File: config.mk
export PLATFORM = sky130hd
export DESIGN_NAME = multicycle_ctrl
export DESIGN_NICKNAME = d
export VERILOG_FILES = /design/src/rtl/multicycle_ctrl.sv
export SDC_FILE = /design/constraint.sdc
export NUM_CORES = 1
export LEC_CHECK = 0
export CORE_MARGIN = 3
export CORE_UTILIZATION = 36
export CTS_CLUSTER_SIZE = 25
export DETAILED_ROUTE_END_ITERATION = 12
export GPL_TIMING_DRIVEN = 0
export PLACE_DENSITY = 0.81
export SYNTH_ARGS = -nofsm -noshare
export SYNTH_HDL_FRONTEND = slang
export SYNTH_SLANG_ARGS = --single-unit
File: constraint.sdc
create_clock -name clk -period 4.45 [get_ports clk]
set_clock_uncertainty 0.1 [all_clocks]
set_input_delay 1.1125 -clock clk [delete_from_list [all_inputs] [get_ports clk]]
set_output_delay 1.1125 -clock clk [all_outputs]
set_load 0.05 [all_outputs]
File: src/rtl/multicycle_ctrl.sv
// Main control FSM for the multicycle MIPS datapath.
// Sequences one shared ALU and memory over 3-5 cycles per instruction.
module multicycle_ctrl #(
    parameter logic [5:0] OP_LW    = 6'b100011,
    parameter logic [5:0] OP_SW    = 6'b101011,
    parameter logic [5:0] OP_RTYPE = 6'b000000,
    parameter logic [5:0] OP_BEQ   = 6'b000100,
    parameter logic [5:0] OP_ADDI  = 6'b001000,
    parameter logic [5:0] OP_J     = 6'b000010
) (
    input  logic       clk,
    input  logic       reset,
    input  logic [5:0] op,
    input  logic [5:0] funct,
    input  logic       zero,
    output logic       pcen,
    output logic       irwrite,
    output logic       regwrite,
    output logic       memwrite,
    output logic       iord,
    output logic       memtoreg,
    output logic       regdst,
    output logic       alusrca,
    output logic [1:0] alusrcb,
    output logic [1:0] pcsrc,
    output logic [2:0] alucontrol,
    output logic [3:0] state
);

    typedef enum logic [3:0] {
        FETCH   = 4'd0,
        DECODE  = 4'd1,
        MEMADR  = 4'd2,
        MEMRD   = 4'd3,
        MEMWB   = 4'd4,
        MEMWR   = 4'd5,
        RTYPEEX = 4'd6,
        RTYPEWB = 4'd7,
        BEQEX   = 4'd8,
        ADDIEX  = 4'd9,
        ADDIWB  = 4'd10,
        JEX     = 4'd11
    } state_t;

    localparam logic [2:0] ALU_ADD = 3'b010;
    localparam logic [2:0] ALU_SUB = 3'b110;
    localparam logic [2:0] ALU_AND = 3'b000;
    localparam logic [2:0] ALU_OR  = 3'b001;
    localparam logic [2:0] ALU_SLT = 3'b111;

    logic [3:0] state_q;
    logic       pcwrite;
    logic       branch;
    logic       irwrite_d;
    logic       regwrite_d;
    logic       memwrite_d;
    logic [2:0] funct_alu;

    // State register; op only steers the DECODE and MEMADR branches
    always_ff @(posedge clk) begin
        if (reset) begin
            state_q <= FETCH;
        end else begin
            case (state_q)
                FETCH:   state_q <= DECODE;
                DECODE: begin
                    if (op == OP_LW || op == OP_SW) state_q <= MEMADR;
                    else if (op == OP_RTYPE)        state_q <= RTYPEEX;
                    else if (op == OP_BEQ)          state_q <= BEQEX;
                    else if (op == OP_ADDI)         state_q <= ADDIEX;
                    else if (op == OP_J)            state_q <= JEX;
                    else                            state_q <= FETCH;
                end
                MEMADR: begin
                    if (op == OP_SW) state_q <= MEMWR;
                    else             state_q <= MEMRD;
                end
                MEMRD:   state_q <= MEMWB;
                RTYPEEX: state_q <= RTYPEWB;
                ADDIEX:  state_q <= ADDIWB;
                default: state_q <= FETCH;
            endcase
        end
    end

    // R-type ALU operation from funct; unknown functs fall back to add
    always_comb begin
        funct_alu = ALU_ADD;
        case (funct)
            6'b100000: funct_alu = ALU_ADD;
            6'b100010: funct_alu = ALU_SUB;
            6'b100100: funct_alu = ALU_AND;
            6'b100101: funct_alu = ALU_OR;
            6'b101010: funct_alu = ALU_SLT;
            default:   funct_alu = ALU_ADD;
        endcase
    end

    // Moore decode of datapath controls; everything defaults to 0
    always_comb begin
        pcwrite    = 1'b0;
        branch     = 1'b0;
        irwrite_d  = 1'b0;
        regwrite_d = 1'b0;
        memwrite_d = 1'b0;
        iord       = 1'b0;
        memtoreg   = 1'b0;
        regdst     = 1'b0;
        alusrca    = 1'b0;
        alusrcb    = 2'b00;
        pcsrc      = 2'b00;
        alucontrol = 3'b000;
        case (state_q)
            FETCH: begin
                irwrite_d  = 1'b1;
                pcwrite    = 1'b1;
                alusrcb    = 2'b01;
                alucontrol = ALU_ADD;
            end
            DECODE: begin
                alusrcb    = 2'b11;
                alucontrol = ALU_ADD;
            end
            MEMADR: begin
                alusrca    = 1'b1;
                alusrcb    = 2'b10;
                alucontrol = ALU_ADD;
            end
            MEMRD: begin
                iord = 1'b1;
            end
            MEMWB: begin
                memtoreg   = 1'b1;
                regwrite_d = 1'b1;
            end
            MEMWR: begin
                iord       = 1'b1;
                memwrite_d = 1'b1;
            end
            RTYPEEX: begin
                alusrca    = 1'b1;
                alucontrol = funct_alu;
            end
            RTYPEWB: begin
                regdst     = 1'b1;
                regwrite_d = 1'b1;
            end
            BEQEX: begin
                alusrca    = 1'b1;
                alucontrol = ALU_SUB;
                pcsrc      = 2'b01;
                branch     = 1'b1;
            end
            ADDIEX: begin
                alusrca    = 1'b1;
                alusrcb    = 2'b10;
                alucontrol = ALU_ADD;
            end
            ADDIWB: begin
                regwrite_d = 1'b1;
            end
            JEX: begin
                pcsrc   = 2'b10;
                pcwrite = 1'b1;
            end
            default: begin
                pcwrite = 1'b0;
            end
        endcase
    end

    // Reset masks every architectural write so an abandoned instruction
    // cannot commit anything at the reset edge
    always_comb begin
        pcen     = ~reset & (pcwrite | (branch & zero));
        irwrite  = ~reset & irwrite_d;
        regwrite = ~reset & regwrite_d;
        memwrite = ~reset & memwrite_d;
    end

    assign state = state_q;

endmodule

### Yosys cells after proc, flatten, opt, wreduce, memory -nomap -nowiden

Cells that the tools add are included.

| operators by class | value |
|---|---|
| equal/unequal tests | 20 |
| muxes and demuxes | 20 |
| bitwise logic cells | 7 |
| reduce and logical (&&, ||, !) cells | 9 |

Operators with widths:

| cell | count |
|---|---|
| $eq A6 B6 Y1 const B | 6 |
| $pmux W4 S6 | 1 |
| $mux W4 | 5 |
| $eq A4 B3 Y1 const B | 4 |
| $eq A4 B4 Y1 const B | 4 |
| $pmux W3 S4 | 1 |
| $mux W1 | 9 |
| $pmux W3 S3 | 1 |
| $eq A4 B2 Y1 const B | 2 |
| $reduce_or A4 Y1 | 2 |
| $eq A6 B2 Y1 const B | 1 |
| $eq A6 B3 Y1 const B | 1 |
| $eq A6 B4 Y1 const B | 1 |
| $logic_not A6 Y1 | 1 |
| $pmux W2 S3 | 1 |
| $reduce_or A2 Y1 | 3 |
| $and A1 B1 Y1 | 5 |
| $eq A4 B1 Y1 const B | 1 |
| $logic_not A4 Y1 | 1 |
| $pmux W2 S2 | 1 |
| $mux W3 | 1 |
| $reduce_or A3 Y1 | 1 |
| $logic_or A1 B1 Y1 | 1 |
| $not A1 Y1 | 1 |
| $or A1 B1 Y1 | 1 |

| storage, ports and cells | value |
|---|---|
| register bits after elaboration | 4 |
| bits of input ports | 15 |
| output and inout port bits | 19 |
| logic and storage cells | 57 |

### Logic depth before layout (Yosys ltp)

Gate-level depths: netlist (run 1).

| logic depth | value |
|---|---|
| depth in word-level cells | 7 |
| gate-level depth with buffers | 5 |
| depth with buffers taken out | 4 |

### Worst setup path after synthesis (run 1)

No wires, ideal clock.

| timing path | value |
|---|---|
| path type | flip-flop to output port |
| start point | register state_q[3], in the netlist state[3] |
| end point | output port alucontrol[2] |
| data arrival time | 2.711 ns |
| data required time | 3.238 ns |
| path slack | 0.526 ns |
| stages on the path, launching flop included | 5 |
| path buffers | 1 |
| path through | dfxtp_1 buf_6 or2b_1 nor3_1 nand2b_1 |

| on the way | value |
|---|---|
| longest elaborated chain between the ends | 3 |
| elaborated cells between the ends (all ways) | 8 |
| classes of those cells | eq/ne: 5; mux: 1; reduce/logical: 2 |

RTL lines:

| what | line | text |
|---|---|---|
| start: declaration | 51 | `logic [3:0] state_q;` |
| start signal: assignment | 62 | `state_q <= FETCH;` |
| start signal: assignment | 65 | `FETCH: state_q <= DECODE;` |
| start signal: assignment | 67 | `if (op == OP_LW \|\| op == OP_SW) state_q <= MEMADR;` |
| $eq A4 B4 Y1, or another cell as far along | 113 | `case (state_q)` |
| $reduce_or A4 Y1 (no source line) | - |  |
| $pmux W3 S3 (*) | 113 |  |
| end: declaration | 26 | `output logic [2:0] alucontrol,` |

Mark *: on every way between the ends. The rest lies on a longest branch, timed or not.

### Worst setup path after layout (run 1)

| timing path | value |
|---|---|
| start point | input port funct[5] |
| end point | output port alucontrol[0] |

| on the way | value |
|---|---|
| longest elaborated chain between the ends | 3 |
| elaborated cells between the ends (all ways) | 6 |
| classes of those cells | eq/ne: 4; mux: 2 |

RTL lines:

| what | line | text |
|---|---|---|
| start: declaration | 14 | `input logic [5:0] funct,` |
| $eq A6 B6 Y1 | 89 | `case (funct)` |
| $pmux W3 S4 (*) | 89 |  |
| $pmux W3 S3 (*) | 113 |  |

Marks and branches as above.

==> run summary, run 1 <==
Status: complete, no violations
Buffer count from post-CTS setup fixing: 0
Pin count of the biggest net entering global routing: 11
Main synth FF type: dfxtp_1
Root Buffer: clkbuf_4
I/O pin count: 34
Global-route usage over all layers: 0.169
Die W: 43.4 um
Sw Ratio: 0.349
Clk_lat worst skew: 0.24 ns
TritonCTS Buffers: 3
Die Y: 43.4 um
Slowest CP cell: clkdlybuf4s50_1
Pint: 93.8 uW
Routed WL: 1.55 mm
Starting Density: 0.420
CTS tree: yes
Worst Setup End Kind: output port
Average size of a mapped cell: 6.46 um^2
Min Tclk post-route: 4.14 ns
CP top delay family: buffers and inverters
Crit path max fanout: 4
Row count: 12
Leak: 0.000299 uW
Layout cells sized above 1: 0.0526
Maximum capacitance violations: 0
Final slew viol count: 0
Warnings, synthesis: 0
Worst setup SP type: primary input
Fraction of registers with async set/reset: 0
H-Tree Depth: 1
DRT iter0 DRCs: 32
Routed wire length per instance: 12.1 um
Worst Path Buf+Inv: 2
Vias in the first global route: 596
GPL Wtd Cong: 0.816
Sequential fraction of the synthesis area: 0.159
Relative slew slack: 0.662
Routed Antenna Nets: 0
DR pass1 iterations: 4
Total congestion overflow: 0
RSZ-0062 raised after global routing: no
Drt drc: 0
Area Overhead vs Synth: 73.4%
Power density over the cells: 165 mW/mm^2
Sequential power share: 0.266
Worst EP required: 3.24 ns
First-pass GRT wire length: 2.46 mm
Vias per cell: 5.52
#FFs+latches synth: 4
Arrival @ worst endpoint: 2.93 ns
Endpoints failing setup: 0
Final Power: 144 uW
Netlist cell types: 30
Peak per-stage delay on the critical path: 0.83 ns
Fin crit share: 0.931
Least-Margin Pin Slew: 0.506 ns
TNS Setup: 0 ns
Post-synth top cells: nor2_1, nand2b_1, a21oi_1, nor3_1, o21ai_0
Clk slew on worst S/H paths: 0.03 ns
Nets@finish: 131
Post-Syn Nets: 93
EDFF count, synth: 0
Crit path kind: primary input to output port
Clk network pwr share: 0.308
Antenna violations before repair: 0
Inserted Diodes: 0
Cells after synthesis: 78
Mapped Area: 504 um^2
PostCTS Resize Cnt: 0
Leading area contributor after synthesis: dfxtp_1
Most common cell in the netlist: nor2_1
Die Area: 0.00189 mm^2
P_sw: 50.2 uW
Clock Sinks: 4
Synth top area share: 0.159
Post-DP HPWL: 1.27 mm
Vias post-DR: 707
Cts hold-fix bufs: 0
Hold Fails Final Rpt: 0
Fmax: 0.241 GHz
Main area contributors after synthesis: dfxtp_1, nor2_1, nand2b_1
IR drop worst, VDD: 0.0877 mV
Logic pwr share: 0.425
Port Buffers: 33
CTS Buffer Depth: 2
Crit-path most repeated cell: clkdlybuf4s50_1
Number of flip-flops in the largest register: 4
CP Cell Sequence: clkdlybuf4s50_1 -> nor2b_1 -> nand4_1 -> a21boi_0 -> clkdlybuf4s50_1
Worst Hold Class: flip-flop to flip-flop
Core area: 0.00120 mm^2
-- placed cells by master (no fill, tap or decap), types with 2 or more instances in the layout --
master            n
o21bai_1          2
or4b_1            2
inv_1             4
nand2_1           4
a21oi_1           5
nor2_1           12
dfxtp_1           4
clkbuf_4          3
nand4_1           4
o21ai_0           5
clkdlybuf4s50_1  33
a21o_1            2
nand2b_1          6
a31oi_1           4
clkbuf_1          3
nor3_1            5
-- worst paths after layout --
check | startpoint | to | slack, ns | cells after the start
worst max-delay path | funct[5] | alucontrol[0] | 0.31 | 5
worst min-delay path | state[3]$_SDFF_PP0_ | state[3]$_SDFF_PP0_ | 0.53 | 3
worst max register to register | state[3]$_SDFF_PP0_ | state[2]$_SDFF_PP0_ | 2.44 | 5
worst min register to register | state[3]$_SDFF_PP0_ | state[3]$_SDFF_PP0_ | 0.53 | 3
-- layer usage --
layer | GRT usage | wire [um] | vias up
li1 | - | - | 353
met5 | 0 | 0 | -
met3 | 0.0124 | 115 | 5
met4 | 0.108 | 45 | 0
met1 | 0.215 | 727 | 314
met2 | 0.271 | 656 | 35
-- stage by stage --
step	worst slack [ns]	util	cells	instance area [um^2]	hold slack, ns
floorplan	0.526	-	78	504	0.749
global placement	0.318	0.709	125	852	0.517
detailed placement	0.311	0.709	125	852	0.527
CTS	0.305	0.728	128	875	0.529
global route	0.160	0.728	128	875	0.569
finish	0.306	0.728	128	875	0.528
-- power groups by stage --
stage	clock network, uW	logic, uW	registers [uW]
after floorplan	0	29.8	42.6
after CTS	44.4	61.1	38.4
after global placement	0	60.4	38.8
final	44.4	61.3	38.3
after global routing	50.7	65.0	38.4
after detailed placement	0	60.9	38.9
-- layout make-up --
| class | count | area (um^2) |
|---|---|---|
| fillers | 122 | 327 |
| multi-input cells | 66 | 387 |
| clock buffers | 3 | 22.5 |
| inverters | 4 | 15.0 |
| repair buffers | 33 | 330 |
| plain buffers | 4 | 22.5 |
| well taps | 14 | 17.5 |
| flip-flops and latches | 4 | 80.1 |
-- cell families after synthesis --
| logic type | share of synthesized area |
|---|---|
| flip-flops | 0.159 |
| AND/OR/NAND/NOR | 0.476 |
| buffers and inverters | 0.0744 |
| AO/OA/AOI/OAI | 0.256 |
| XOR/XNOR | 0.0347 |
-- worst min-delay path, cell delays in order, from the launching register on --
cell	delay [ns]
dfxtp_1	0.31
buf_6	0.13
nand2_1	0.07
a21oi_1	0.06
No activity file was read; power rests on OpenSTA's default activity.
==> inputs of run 2 (changes only) <==
- ABC_AREA: unset -> 1
- CTS_CLUSTER_DIAMETER: unset -> 120
- PLACE_DENSITY: 0.81 -> 0.8
==> run summary, run 2 <==
Status: complete, no violations
Warnings, synthesis: 0
Global-route usage over all layers: 0.192
First-pass GRT wire length: 2.79 mm
Vias post-DR: 744
Final slew viol count: 0
RSZ-0062 raised after global routing: no
Pre-CTS setup slack: 0.374 ns
Maximum capacitance violations: 0
Hold Crit Start: state[0]$_SDFF_PP0_
Buffer count from post-CTS setup fixing: 0
Hold EP: state[3]$_SDFF_PP0_
Commonest non-fill, non-tap cell in the layout: clkdlybuf4s50_1
I/O pin count: 34
Vias in the first global route: 702
Nets@finish: 158
Leading area contributor after synthesis: nand2_1
Non-Filler Instances: 156
Die Y: 44.1 um
TritonCTS Buffers: 3
Fmax: 0.244 GHz
Total congestion overflow: 0
DR pass1 iterations: 4
Post-synth top cells: nand2_1, inv_1, nor2_1
Placed cell area: 871 um^2
CP Cell Sequence: clkdlybuf4s50_1 -> inv_1 -> nor3_1 -> nand3_1 -> o22ai_1 -> clkdlybuf4s50_1
Clk slew on worst S/H paths: 0.04 ns
DRT iter0 DRCs: 19
Routed Antenna Nets: 0
Crit-path most repeated cell: clkdlybuf4s50_1
Die W: 44.1 um
Average size of a mapped cell: 4.97 um^2
Cts hold-fix bufs: 0
Fin crit share: 0.920
Leak: 0.000442 uW
Endpoints failing setup: 0
Relative slew slack: 0.644
Synth top area share: 0.173
Most frequent cells in the layout: clkdlybuf4s50_1, nand2_1, inv_1
Max Used Layer: met4
Most common cell in the netlist: nand2_1
Worst setup SP type: primary input
H-Tree Depth: 1
Clk_lat worst skew: 0.24 ns
Number of flip-flops in the largest register: 4
Hold Fails Final Rpt: 0
Least-Margin Pin Slew: 0.532 ns
IR drop worst, VDD: 0.178 mV
RR Endpoint: state[2]$_SDFF_PP0_
Vias per cell: 4.77
Die Area: 0.00194 mm^2
Sequential fraction of the synthesis area: 0.153
Root Buffer: clkbuf_4
GPL Wtd Cong: 0.870
Layout cells sized above 1: 0.0922
Worst Hold Class: flip-flop to flip-flop
Met1 WL: 718 um
R2R Setup Slk: 3.12 ns
Peak per-stage delay on the critical path: 0.84 ns
Crit path max fanout: 2
Hold Path Depth: 4
CTS tree: yes
Met2 Wirelength: 891 um
Fraction of registers with async set/reset: 0
Row count: 13
Core area: 0.00133 mm^2
Met3 WL: 45 um
Drt drc: 0
Power density over the cells: 163 mW/mm^2
Starting Density: 0.391
Placed cell count: 153
Port Buffers: 33
Final Util: 0.670
Cells after synthesis: 105
Main synth FF type: dfxtp_1
Clock Sinks: 4
CTS Buffer Depth: 2
Min Tclk post-route: 4.09 ns
Post-DP HPWL: 1.49 mm
Area Overhead vs Synth: 71.2%
Mapped Area: 522 um^2
TNS Setup: 0 ns
Worst Setup End Kind: output port
Worst EP required: 3.24 ns
Routed WL: 1.68 mm
#FFs+latches synth: 4
Slowest CP cell: clkdlybuf4s50_1
R2r worst-path depth: 7
Crit path kind: primary input to output port
PnR worst setup slack: 0.356 ns
Final instance area: 893 um^2
Antenna violations before repair: 0
Post-Syn Nets: 120
Pin count of the biggest net entering global routing: 9
PostCTS Resize Cnt: 0
EDFF count, synth: 0
Routed wire length per instance: 10.8 um
Arrival @ worst endpoint: 2.88 ns
Main area contributors after synthesis: nand2_1, dfxtp_1, inv_1
Reg-to-reg startpoint: state[2]$_SDFF_PP0_
Netlist cell types: 14
Inserted Diodes: 0
## run 2: layout make-up
cell class | count | area, um^2
multi-input combinational | 77 | 352
inverter | 24 | 90.1
fill | 128 | 440
tap | 15 | 18.8
clock buffer | 3 | 22.5
timing repair buffer | 33 | 330
sequential | 4 | 80.1
## run 2: metal layers
layer | vias to the layer above | GRT usage
li1 | 405 | -
met5 | - | 0
met2 | 20 | 0.326
met1 | 317 | 0.230
met4 | 0 | 0.108
met3 | 2 | 0.0285
## run 2: worst max-delay path by stage
stage | endpoint | cells after the start | slack [ns] | startpoint
floorplan | pcen | 6 | 0.68 | state[3]$_SDFF_PP0_
global route | alucontrol[0] | 6 | 0.29 | funct[1]
detailed placement | alucontrol[0] | 6 | 0.37 | funct[1]
CTS | alucontrol[0] | 6 | 0.36 | funct[1]
global placement | alucontrol[0] | 6 | 0.43 | funct[1]
finish | alucontrol[0] | 6 | 0.36 | funct[1]
## run 2: per-stage QoR
stage               total power, uW  hold WS [ns]
floorplan                      74.7         0.772
global placement                101         0.583
global route                    160         0.682
finish                          146         0.584
CTS                             150         0.586
detailed placement              102         0.581
## run 2: cell families (layout without fill, tap and decap cells)
family	after synthesis	in the layout	synth area share
DFF	4	4	0.153
and+or+nand+nor	63	63	0.530
buffers and inverters	24	60	0.173
AOI/OAI and AO/OA	14	14	0.144
## run 2: worst max-delay path, delay by kind of cell
kind	cells	cell delay, ns
buffers and inverters	3	1.34
AND/OR/NAND/NOR	2	0.26
AO/OA/AOI/OAI	1	0.17
## run 2: where the power goes
| group | total (uW) | internal [uW] | switching, uW |
|---|---|---|---|
| sequential | 39.2 | 37.3 | 1.86 |
| combinational | 62.1 | 25.5 | 36.7 |
| clock | 44.5 | 30.1 | 14.4 |
| total | 146 | 92.9 | 52.9 |
